==> config.mk <==
export PLATFORM = sky130hd
export DESIGN_NAME = counter
export DESIGN_NICKNAME = d
export VERILOG_FILES = /design/src/rtl/counter.sv
export SDC_FILE = /design/constraint.sdc
export NUM_CORES = 1
export LEC_CHECK = 0
export ABC_AREA = 1
export ABC_CLOCK_PERIOD_IN_PS = 1800
export BUFFER_PORTS_ARGS = -buffer_cell sky130_fd_sc_hd__buf_2
export CAP_MARGIN = 10
export CELL_PAD_IN_SITES_DETAIL_PLACEMENT = 0
export CELL_PAD_IN_SITES_GLOBAL_PLACEMENT = 1
export CORE_MARGIN = 2
export CORE_UTILIZATION = 35
export DETAILED_ROUTE_END_ITERATION = 8
export PLACE_DENSITY = 0.8
export SETUP_SLACK_MARGIN = 0.3
export SYNTH_ARGS = -nofsm -noshare
export SYNTH_HDL_FRONTEND = slang
export SYNTH_SLANG_ARGS = --single-unit
export TNS_END_PERCENT = 5
==> constraint.sdc <==
create_clock -name clk_i -period 1.8 [get_ports clk_i]
set_input_delay 0.09 -clock clk_i [delete_from_list [all_inputs] [get_ports clk_i]]
set_output_delay 0.09 -clock clk_i [all_outputs]
set_load 0.02 [all_outputs]
==> src/rtl/counter.sv <==
// Saturating up/down score counter, range 0..MAX_VAL.
// Registered output; async active-high reset clears to 0.
module counter #(
  parameter int BW      = 7,
  parameter int MAX_VAL = 99
) (
  input  logic          clk_i,
  input  logic          rst_i,
  input  logic          mod_i,
  output logic [BW-1:0] counter_val_o
);

  localparam logic [BW-1:0] MAX = BW'(MAX_VAL);
  localparam logic [BW-1:0] ONE = BW'(1);
  localparam logic [BW-1:0] ZERO = '0;

  logic [BW-1:0] cnt_q;
  logic [BW-1:0] cnt_d;

  logic illegal;
  logic inc;
  logic dec;

  assign illegal = cnt_q > MAX;
  assign inc     = mod_i && (cnt_q < MAX);
  assign dec     = !mod_i && !illegal && (cnt_q != ZERO);

  // Out-of-range values (upset only) recover to MAX in either mode
  always_comb begin
    cnt_d = cnt_q;
    unique case (1'b1)
      illegal: cnt_d = MAX;
      inc:     cnt_d = cnt_q + ONE;
      dec:     cnt_d = cnt_q - ONE;
      default: cnt_d = cnt_q;
    endcase
  end

  always_ff @(posedge clk_i or posedge rst_i) begin
    if (rst_i) cnt_q <= ZERO;
    else       cnt_q <= cnt_d;
  end

  assign counter_val_o = cnt_q;

endmodule

; Word level (Yosys, flattened, before mapping)
; Index checks and enable logic that the tools add are counted.
[totals]
in_bits = 3
output_inout_bits = 7
ff_bits = 7
elab_cells = 13
[classes]
n_addsub = 2
n_lt_le_gt_ge = 2
n_mux = 1
reduce_logical = 7
[ops]
columns = op, count
row1 = $pmux W7 S3, 1
row2 = $add A7 B1 Y7 const B, 1
row3 = $gt A7 B7 Y1 const B, 1
row4 = $lt A7 B7 Y1 const B, 1
row5 = $reduce_bool A7 Y1, 1
row6 = $sub A7 B1 Y7 const B, 1
row7 = $logic_and A1 B1 Y1, 3
row8 = $reduce_bool A3 Y1, 1
row9 = $logic_not A1 Y1, 2

; Longest topological paths before layout
[depth]
word_depth = 5
mapped_depth = 15

; Least setup slack after synthesis
; No wires, ideal clock.
[synth_path]
path_kind = register to register
start = register cnt_q[2], in the netlist counter_val_o[2]
end = register cnt_q[6], in the netlist counter_val_o[6]
setup_ns = 0.113
slack_ns = -0.235
required_time_ns = 1.687
t_arrival_ns = 1.922
path_stages_with_launch = 16
synth_period_minus_slack_ns = 2.035
cell_sequence = dfrtp_1 -> nor2_2 -> nand2_2 -> nand2_4 -> nand2_4 -> nor2_4 -> inv_4 -> fa_1 -> inv_1 -> nand4_1 -> inv_1 -> nor2_1 -> nand3_1 -> nand3_1 -> nand2_1 -> inv_1
[synth_between]
elab_chain_len = 5
[synth_rtl]
columns = item, line
row1 = start: declaration, 17  ; logic [BW-1:0] cnt_q;
row2 = start signal: assignment, 41  ; else cnt_q <= cnt_d;
row3 = $gt A7 B7 Y1, 24  ; assign illegal = cnt_q > MAX;
row4 = $logic_not A1 Y1, 26  ; assign dec = !mod_i && !illegal && (cnt_q != ZERO);
row5 = $logic_and A1 B1 Y1 (2 in series), 26
row6 = $pmux W7 S3 / $reduce_bool A3 Y1 (equally long branches), -
; Parallel ways exist; a longest one is shown, timed or not.
; A chain may end at the register's enable or synchronous reset.

; Worst setup path in the final report
[layout_path]
start = register cnt_q[3], in the netlist counter_val_o[3]
end = register cnt_q[6], in the netlist counter_val_o[6]
; Same word-level chain as after synthesis.

==> metrics.cfg <==
[critical_path]
crit_type=flop to flop
r2r_slack_ns=-0.19
cp-start-kind=flop
r2r-start=counter_val_o[3]
crit_arrival_ns=2.14
reg2regPathDepth=16
crit_fanout=6
cp_data_required_time_ns=1.94
timing.rr.end=counter_val_o[6]
crit_path_end_kind=flop

[global_route]
antenna_found_initial=0
grt_max_degree=8
grt_pass1_wl_um=2590
grt_pass1_vias=669
grt_overflow=0
track_usage_pct=16.4

[placed_design]
place_area_um2=865
io_buffers=9
hpwl_um=1310
gp_congestion=0.813
dp.cells=138

[synthesis]
synth_top_cell_area_share_pct=27.3
synth-main-ff-cell=dfrtp_1
synth_area_leaders=dfrtp_1 (27%), ha_1 (9.8%), inv_1 (6.4%)
synth_nets=94
yosysWarnings=0
netlist_area_um2=641
synth.avg_cell_area_um2=7.54
synth_seq_area_share_pct=27.3
syn_inst=85
ys_seq_elements=7
yosysTopAreaCell=dfrtp_1
synth_edf_count=0
ys_types=23
synthArstFlopShare_pct=100

[final_layout]
largest_reg_flops=7
layout_common_cells=buf_4 (19), inv_1 (11), nand2_1 (11), nor2_1 (9), buf_2 (9)
stdcell_count=144
drive_above_1_share_pct=47.9
nNetsFinal=129
final_area_um2=997
diodes=0
layout_commonest_cell=buf_4
syn2layout_area_growth_pct=55.7
multi_input_area_um2=473
ff_latch_area_um2=178
utilization_pct=57.8
fillers=175

[floorplanning]
io_pins=10
core_area_um2=1730
die-area_um2=2190
die_x_um=46.8
start_util_pct=37.1
num_rows=15
die_h_um=46.8

[sta]
tightest_slew_ns=0.257
maxSlewViolCount=0
relSlewSlack_pct=82.9
rsz0062_at_grt=yes
finClkSkew_ns=0.00131
fmax_ghz=0.502
finalSetupViolations=5
fin_ws_ns=-0.193
min_period_over_period_pct=111
finalHoldViolCount=0
period_needed_ns=1.99

[clock_network]
cts_tree=built
clkSlewWorstSetupHoldPaths_ns=0.05
insertion_delay_ns=0.25
numCtsBuffers=3
cts_root_buf=clkbuf_4
clock-sinks=7
h-tree-depth=1
clock_path_buffers=2

[hold_path]
hold_depth=6
hold_path.class=input port to flop
min_to=counter_val_o[6]
holdCritStartpoint=mod_i

[route]
drt_pass1_iterations=4
ant_nets=0
drt_iter0_markers=6
wl_per_cell_um=10.9
route.vias.total=665
drc=0
vias_per_cell=4.62
totalWireLength_um=1570

[status]
violations=negative setup slack
status=finished, violations left

[power_and_ir_drop]
p_leak_nw=0.521
power_density_nw_per_um2=2290
ir_worst_vdd_mv=1.03

[run]
drv_cap=0

[cell families after synthesis]
kind of cell,share of synthesized area [%]
simple gates,32.6
buf+inv,11.1
compound gates,10.5
flops,27.3
fa+ha+maj,12.9
xor+xnor,5.47
[area by class of cell]
class	count	share of cell area, %
multi-input combinational	60	47.4
inverter	18	7.15
sequential	7	17.8
timing repair buffer	30	21.8
clock buffer	4	2.63
tap	25	3.14
[report_power, final]
part | total (mW) | internal, mW | switching, mW
clock | 0.138 | 0.0843 | 0.0535
combinational | 1.84 | 0.882 | 0.955
sequential | 0.309 | 0.248 | 0.0602
[synthesized netlist by cell type, types with 2 or more instances]
cell and number:
a21oi_1 5, a31oi_1 2, dfrtp_1 7, ha_1 5, inv_1 11, inv_2 5, nand2_1 11, nand2_2 2
nand2_4 3, nand3_1 7, nand4_1 2, nor2_1 9, nor2_4 3, o21ai_0 2, xor2_1 3
[metal layers]
layer  up-vias  track usage [%]  share of wire [%]
met2        13             31.0                 56
met3         0             4.62                3.3
met1       315             18.7                 41
met4         0             2.22                  0
met5         -                0                  0
li1        337                -                  -
[per-stage QoR]
stage	TNS (ns)	total power, mW	hold slack [ns]	setup WS [ns]
3_5_place_dp	-1.08	1.93	0.0262	-0.260
3_3_place_gp	-0.833	1.89	0.0176	-0.218
5_1_grt	-1.32	2.51	0.325	-0.334
4_1_cts	-0.724	2.25	0.300	-0.186
2_1_floorplan	-0.666	1.29	-0.107	-0.206
6_report	-0.699	2.28	0.299	-0.193
[worst max-delay path: stages (launching register included)]
cell	delay, ns
dfrtp_2	0.41
nor2_4	0.14
nand2_4	0.09
nand2_4	0.08
nand2_4	0.05
nor2_4	0.09
buf_12	0.14
inv_4	0.04
fa_2	0.34
inv_1	0.07
nand4_1	0.09
inv_1	0.07
nor2_1	0.04
nand3_1	0.07
nand3_1	0.06
nand2_1	0.06
inv_1	0.03
[worst max-delay path by stage]
| stage | end | from | cells past startpoint | slack, ns |
|---|---|---|---|---|
| floorplan | counter_val_o[5] | counter_val_o[2] | 12 | -0.21 |
| global placement | counter_val_o[5] | counter_val_o[2] | 11 | -0.22 |
| detailed placement | counter_val_o[5] | counter_val_o[2] | 11 | -0.26 |
| CTS | counter_val_o[6] | counter_val_o[2] | 16 | -0.19 |
| global route | counter_val_o[6] | counter_val_o[3] | 16 | -0.33 |
| finish | counter_val_o[6] | counter_val_o[3] | 16 | -0.19 |
[repair_timing]
| action | CTS | global route |
|---|---|---|
| hold endpoints to repair | 7 | 0 |
| buffers inserted | 1 | 0 |
| hold buffers | 1 | 0 |
| gates resized for setup | 7 | 3 |
| pin swaps | 6 | 5 |
| endpoints found under the setup margin | 7 | 7 |
Power figures use the tool's default switching activity.
